File: config.mk
export PLATFORM = sky130hd
export DESIGN_NAME = mio_bus_arbiter
export DESIGN_NICKNAME = d
export VERILOG_FILES = /design/src/rtl/mio_bus_arbiter.sv
export SDC_FILE = /design/constraint.sdc
export NUM_CORES = 1
export LEC_CHECK = 0
export CAP_MARGIN = 0
export CORE_MARGIN = 4
export CORE_UTILIZATION = 39
export CTS_CLUSTER_DIAMETER = 30
export CTS_CLUSTER_SIZE = 16
export DETAILED_ROUTE_END_ITERATION = 6
export GPL_TIMING_DRIVEN = 0
export PLACE_DENSITY = 0.82
export SKIP_LAST_GASP = 1
export SLEW_MARGIN = 10
export SYNTH_ARGS = -nofsm -noshare
export SYNTH_HDL_FRONTEND = slang
export SYNTH_SLANG_ARGS = --single-unit
File: constraint.sdc
create_clock -name Clk_CPU -period 1.51 [get_ports Clk_CPU]
set_input_delay 0.151 -clock Clk_CPU [delete_from_list [all_inputs] [get_ports Clk_CPU]]
set_output_delay 0.151 -clock Clk_CPU [all_outputs]
set_load 0.02 [all_outputs]
File: src/rtl/mio_bus_arbiter.sv
`default_nettype none
// ============================================================================
// Module   : mio_bus_arbiter
// Purpose  : Two-master round-robin arbiter and access sequencer for the
//            shared memory/IO bus. Master 0 is the CPU, master 1 a secondary
//            requester (DMA/debug). The winner's command is latched, the
//            MIO_ready wait-state handshake is run, and read data is returned
//            alongside a one-cycle ready pulse.
// Options  : `define MIO_ARB_TIMEOUT_EN adds a watchdog that aborts an access
//            after TIMEOUT unacknowledged ACCESS cycles (m_err = 1).
// Ports    : Clk_CPU, rst (sync, active-low)
//            m0_*/m1_*   : master request/command in, rdata/ready out
//            m_err       : timeout flag, valid with the ready pulse
//            bus_*       : latched command towards memory/IO, bus_rdata in
//            MIO_ready   : bus acknowledge (only honoured during ACCESS)
//            CPU_MIO     : master 0 owns an active access
//            grant       : one-hot owner, 0 when idle
// Revision : 1.0 - initial release
// ============================================================================
module mio_bus_arbiter #(
    parameter int TIMEOUT = 16,
    parameter int AW      = 32,
    parameter int DW      = 32
) (
    input  logic          Clk_CPU,
    input  logic          rst,
    input  logic          m0_req,
    input  logic          m1_req,
    input  logic          m0_we,
    input  logic          m1_we,
    input  logic [AW-1:0] m0_addr,
    input  logic [AW-1:0] m1_addr,
    input  logic [DW-1:0] m0_wdata,
    input  logic [DW-1:0] m1_wdata,
    output logic [DW-1:0] m0_rdata,
    output logic [DW-1:0] m1_rdata,
    output logic          m0_ready,
    output logic          m1_ready,
    output logic          m_err,
    output logic          bus_req,
    output logic          bus_we,
    output logic [AW-1:0] bus_addr,
    output logic [DW-1:0] bus_wdata,
    input  logic [DW-1:0] bus_rdata,
    input  logic          MIO_ready,
    output logic          CPU_MIO,
    output logic [1:0]    grant
);

    typedef enum logic [1:0] {
        ST_IDLE   = 2'd0,
        ST_ACCESS = 2'd1,
        ST_RESP   = 2'd2
    } state_t;

    state_t        state_q, state_d;
    logic [1:0]    grant_q, grant_d;
    logic          last_q, last_d;      // 0: m0 granted last, 1: m1 granted last
    logic          bus_we_q, bus_we_d;
    logic [AW-1:0] bus_addr_q, bus_addr_d;
    logic [DW-1:0] bus_wdata_q, bus_wdata_d;
    logic [DW-1:0] rdata0_q, rdata0_d;
    logic [DW-1:0] rdata1_q, rdata1_d;

`ifdef MIO_ARB_TIMEOUT_EN
    localparam logic [7:0] C_TO_LAST = 8'(TIMEOUT - 1);
    logic          err_q, err_d;
    logic [7:0]    cnt_q, cnt_d;
`else
    logic          w_unused_timeout;
    assign w_unused_timeout = ^8'(TIMEOUT);
`endif

    logic          w_pick_m1;
    logic [DW-1:0] w_resp_data;

    // m1 wins when it is the only requester, or on a tie when m0 went last.
    assign w_pick_m1   = m1_req & (~m0_req | ~last_q);
    // Writes complete with zero read data.
    assign w_resp_data = bus_we_q ? '0 : bus_rdata;

    always_comb begin
        state_d     = state_q;
        grant_d     = grant_q;
        last_d      = last_q;
        bus_we_d    = bus_we_q;
        bus_addr_d  = bus_addr_q;
        bus_wdata_d = bus_wdata_q;
        rdata0_d    = rdata0_q;
        rdata1_d    = rdata1_q;
`ifdef MIO_ARB_TIMEOUT_EN
        err_d       = err_q;
        cnt_d       = cnt_q;
`endif
        case (state_q)
            ST_IDLE: begin
                if (m0_req | m1_req) begin
                    state_d     = ST_ACCESS;
                    grant_d     = w_pick_m1 ? 2'b10 : 2'b01;
                    last_d      = w_pick_m1;
                    bus_we_d    = w_pick_m1 ? m1_we    : m0_we;
                    bus_addr_d  = w_pick_m1 ? m1_addr  : m0_addr;
                    bus_wdata_d = w_pick_m1 ? m1_wdata : m0_wdata;
`ifdef MIO_ARB_TIMEOUT_EN
                    cnt_d       = 8'd0;
                    err_d       = 1'b0;
`endif
                end
            end
            ST_ACCESS: begin
                // An acknowledge in the limit cycle still completes normally.
                if (MIO_ready) begin
                    state_d = ST_RESP;
                    if (grant_q[0]) begin
                        rdata0_d = w_resp_data;
                    end else begin
                        rdata1_d = w_resp_data;
                    end
                end
`ifdef MIO_ARB_TIMEOUT_EN
                else if (cnt_q == C_TO_LAST) begin
                    state_d = ST_RESP;
                    err_d   = 1'b1;
                    if (grant_q[0]) begin
                        rdata0_d = '0;
                    end else begin
                        rdata1_d = '0;
                    end
                end else begin
                    cnt_d = cnt_q + 8'd1;
                end
`endif
            end
            ST_RESP: begin
                state_d = ST_IDLE;
                grant_d = 2'b00;
            end
            default: begin
                state_d = ST_IDLE;
                grant_d = 2'b00;
            end
        endcase
    end

    always_ff @(posedge Clk_CPU) begin
        if (!rst) begin
            state_q     <= ST_IDLE;
            grant_q     <= 2'b00;
            last_q      <= 1'b1;
            bus_we_q    <= 1'b0;
            bus_addr_q  <= '0;
            bus_wdata_q <= '0;
            rdata0_q    <= '0;
            rdata1_q    <= '0;
`ifdef MIO_ARB_TIMEOUT_EN
            err_q       <= 1'b0;
            cnt_q       <= 8'd0;
`endif
        end else begin
            state_q     <= state_d;
            grant_q     <= grant_d;
            last_q      <= last_d;
            bus_we_q    <= bus_we_d;
            bus_addr_q  <= bus_addr_d;
            bus_wdata_q <= bus_wdata_d;
            rdata0_q    <= rdata0_d;
            rdata1_q    <= rdata1_d;
`ifdef MIO_ARB_TIMEOUT_EN
            err_q       <= err_d;
            cnt_q       <= cnt_d;
`endif
        end
    end

    assign bus_req   = (state_q == ST_ACCESS);
    assign CPU_MIO   = grant_q[0] & bus_req;
    assign m0_ready  = (state_q == ST_RESP) & grant_q[0];
    assign m1_ready  = (state_q == ST_RESP) & grant_q[1];
    assign grant     = grant_q;
    assign bus_we    = bus_we_q;
    assign bus_addr  = bus_addr_q;
    assign bus_wdata = bus_wdata_q;
    assign m0_rdata  = rdata0_q;
    assign m1_rdata  = rdata1_q;
`ifdef MIO_ARB_TIMEOUT_EN
    assign m_err     = (state_q == ST_RESP) & err_q;
`else
    assign m_err     = 1'b0;
`endif

endmodule
`default_nettype wire

==> Yosys cells after proc, flatten, opt, wreduce, memory -nomap -nowiden <==
Cells that the tools add are included.
{ "word_totals": {"wordCells": 38, "input_bits": 167, "register_bits": 134, "mem_count": 0, "rom_bits": 0, "latch_bits": 0, "out_inout_bits": 136, "mem_bits_rw": 0} }
{ "op_classes": {"order_cmp": 0, "n_mux": 10, "multipliers": 0, "n_div": 0, "shift": 0, "bitwise": 10, "add_sub_neg": 0, "n_reduce_logical": 6, "n_eq_ne": 4} }
{ "ops": {"columns": ["cell", "count"], "rows": [
  ["$mux 32", 3],
  ["$mux 2", 4],
  ["$pmux 2 s2", 2],
  ["$reduce_and 2->1", 3],
  ["$reduce_and 3->1", 2],
  ["$and 1x1->1", 4],
  ["$not 1->1", 4],
  ["$eq 2x1->1 const B", 1],
  ["$eq 2x2->1 const B", 1],
  ["$logic_not 2->1", 1],
  ["$ne 2x1->1 const B", 1],
  ["$ne 2x2->1 const B", 1],
  ["$or 1x1->1", 2],
  ["$mux 1", 1]
]} }

==> Logic depth before layout (Yosys ltp) <==
{ "logic_depth": {"word_depth": 6, "ltp_mapped": 6, "depth_no_buf": 3} }

==> Worst setup path after synthesis <==
Ideal clock, no wire load.
{ "synth_timing": {"kind": "reg-to-output", "start": "reg state_q[0]", "end": "out CPU_MIO", "path_stages_with_launch": 4, "arrival_time_ps": 1254, "t_required_ps": 1359, "path_slack_ps": 105, "cell_sequence": "dfxtp_1 > buf_2 > nor2b_1 > and2_1"} }
{ "synth_via": {"elab_chain_cells": 2} }
{ "synth_lines": {"columns": ["item", "line_no", "source"], "rows": [
  ["from (decl)", "56", "state_t state_q, state_d;"],
  ["from (signal assigned)", "160", "state_q <= state_d;"],
  ["$eq 2x1->1", "175", "assign bus_req = (state_q == ST_ACCESS);"],
  ["net bus_req", "40", "output logic bus_req,"],
  ["$and 1x1->1", "176", "assign CPU_MIO = grant_q[0] & bus_req;"],
  ["to (decl)", "46", "output logic CPU_MIO,"]
]} }
The timed path passes the listed nets, and every way through them passes these cells.

==> Worst setup path after layout <==
{ "layout_timing": {"start": "reg state_q[0]", "end": "out CPU_MIO"} }
{ "layout_via": {"elab_chain_cells": 2} }
{ "layout_lines": {"columns": ["item", "line_no"], "rows": [
  ["$eq 2x1->1", "175"],
  ["$and 1x1->1", "176"]
]} }
Every way passes these cells.

==> out/metrics.cfg <==
[global_routing]
grt_max_degree = 17
use_met1 = 0.2989
grt_pass1_vias = 6568
use_met2 = 0.4510
grt_use_total = 0.2738
grtUsageMet3 = 0.1042
grt_pass1_wl_um = 34980
grt_overflow = 0
top_usage_layer = met2
antenna_found_initial = 4

[place]
postPlaceCellArea_um2 = 8850
routabilityCongestion = 0.9075
io_buffers = 301
hpwl_um = 17510

[yosys]
synth_top_cell_by_area = dfxtp_1
postSynthCellCount = 725
synthArstFlopShare = 0
yosysWarnings = 0
synth.area.top_cells = dfxtp_1 (48%), nand3_1 (12%), nand2_1 (8.8%), a31oi_1 (7.2%), a21oi_1 (5.9%)
yosysSeqAreaShare = 0.4780
synth_seq_cells = 134
yosysTopAreaCellShare = 0.4780
avgSynthCellArea_um2 = 7.740
synth_cell_types = 30
synth_fp_nets = 892
syn_area_um2 = 5612
synth-main-ff-cell = dfxtp_1
synth_edf_count = 0

[cts]
clock-sinks = 134
numCtsBuffers = 17
clk_latency_ns = 0.42
cts_buffer_depth = 2
cts_root_buf = clkbuf_16
htreeDepth = 4
clk_pin_slew_ns = 0.06
cts_tree = done

[power_and_ir_drop]
p_per_area_nw_per_um2 = 1018
peakVddDrop_mv = 0.7258
p_leak_uw = 0.004061
clkPwrFrac = 0.382
p_comb_frac = 0.214
internal_power_uw = 6847
swShare = 0.2866
p_seq_frac = 0.403
p_switching_uw = 2751

[die]
die_h_um = 128.0
core_region_area_um2 = 13990
dieArea_um2 = 16370
ioPinCount = 303
start_util = 0.4012
die_w_um = 128.0
rows = 43

[worst_setup_path]
path_common_cell = buf_6
cp_max_fo = 6
critPathTopFamily = flip-flops
slowest_delay_ns = 0.40
start_kind = flop
cp_slowest_cell = dfxtp_4
worst-setup-path-type = flop to output port
worst_ep_required_time_ns = 1.36
end_kind = output port
worst-path-buf-inv = 2
worstPathCellList = buf_6, nor2b_4, and2_4, buf_6
arrival_ns = 1.34

[final_layout]
drive_gt1_frac = 0.09322
fin_util = 0.6742
final_nets = 1218
stdcell_area_um2 = 9430
syn2layout_area_growth_pct = 68.05
fill_cells = 1214

[timing]
hold_violations = 0
period_share = 0.9865
period_minus_slack_ns = 1.490
final_max_slew_viol_count = 0
setup_violations = 0
finClkSkew_ns = 0.009923
rsz0062_at_grt = yes
worst_slew_pin_slew_ns = 0.5500
slew_headroom = 0.6334
max_freq_mhz = 671.3

[flow_run]
max_cap_viol_count = 0

[route]
drtPass1Iterations = 5
drtIter0Drc = 392
drt_wl_total_um = 23140
drc = 0
ant_nets = 0
dr_total_vias = 6662
via_per_inst = 5.347
routedWlPerCell_um = 18.57

[hold_path]
worstHoldPathType = input port to flop

[run_status]
status = finished clean

-- tightest hold or removal path: stages --
cell	delay [ns]
clkdlybuf4s50_1	0.39
nand3_1	0.06
a31oi_1	0.07
-- through the flow --
step / power (uW) / TNS, ns / hold slack [ns] / std cells / setup slack, ns
final: 9598 / 0 / 0.3096 / 1246 / 0.02034
after detailed placement: 6030 / -52.89 / 0.4461 / 1206 / -0.5654
after CTS: 9566 / -0.2516 / 0.2946 / 1237 / -0.1481
after floorplan: 4887 / 0 / 0.2399 / 725 / 0.1054
after global routing: 9956 / -0.2117 / 0.3080 / 1246 / -0.05116
after global placement: 6017 / -52.66 / 0.4410 / 1206 / -0.5571
-- layout by cell type, fill, tap and decap left out, drive strengths merged, types with 2 or more instances in the layout --
master | Yosys | routed
clkdlybuf4s50 | 0 | 166
clkinvlp | 0 | 4
dfxtp | 134 | 134
buf | 29 | 39
nand2 | 132 | 132
o21ai | 67 | 67
nor3b | 2 | 2
nor2b | 35 | 35
nand3 | 130 | 130
a31oi | 65 | 65
clkbuf | 48 | 69
and3b | 2 | 2
dlygate4sd2 | 0 | 121
dlymetal6s2s | 0 | 10
a21oi | 66 | 66
clkinv | 1 | 6
diode | 0 | 4
-- repair_timing --
item,4_1_cts,5_1_grt
endpoints found under the setup margin,253,123
buffers inserted,2,6
pin swaps,0,6
gates cloned,0,1
gates resized for setup,165,73
hold buffers,0,0
-- cells in the mapped netlist (all sizes together), types with 2 or more instances --
cell type	number
a31oi	65
clkbuf	48
and3b	2
nand3	130
nor3b	2
a21oi	66
nand2	132
dfxtp	134
buf	29
o21ai	67
nor2b	35
-- path summary, 6_finish.rpt --
kind,endpoint,cells past startpoint,startpoint,slack [ns]
hold / removal,bus_wdata[8],3,m0_wdata[8],0.31
hold reg to reg,m1_rdata[0],2,m1_rdata[0],0.45
setup / recovery,CPU_MIO,4,state_q[0],0.02
setup reg to reg,bus_addr[0],5,state_q[0],0.02
-- cell families after synthesis --
kind of cell,Yosys count,synth area share
buffers and inverters,79,0.06287
DFF,134,0.4780
other,1,0.0006683
AOI/OAI and AO/OA,200,0.1940
and+or+nand+nor,311,0.2644
-- power groups by stage --
stage	sequential (uW)	clock [uW]	combinational (uW)
detailed placement	3940	0	2090
floorplan	4180	0	709
global placement	3940	0	2080
finish	3870	3670	2060
CTS	3870	3700	2000
global route	3900	3860	2200
-- registers in the layout, indices dropped and copies added, names as in the netlist --
signal     flops
bus_addr      32
m0_rdata      32
bus_we         1
m1_rdata      32
state_q        2
bus_wdata     32
grant          2
last_q         1
-- metal layers --
metal / wire length [um] / part of all wire
met1: 8611 / 0.37
met2: 10920 / 0.47
met3: 2409 / 0.10
met4: 1193 / 0.052
met5: 0 / 0
-- area by class of cell --
class                   count  area (um2)  area share
clock inverters             9       56.30    0.005971
flip-flops and latches    134        2689      0.2851
multi-input cells         512        2599      0.2756
well taps                 180       225.2     0.02388
diodes                      4       10.01    0.001061
inverters                   2       11.26    0.001194
plain buffers              74       429.2     0.04551
repair buffers            310        2950      0.3129
clock buffers              21       460.4     0.04883
Power figures use the tool's default switching activity.
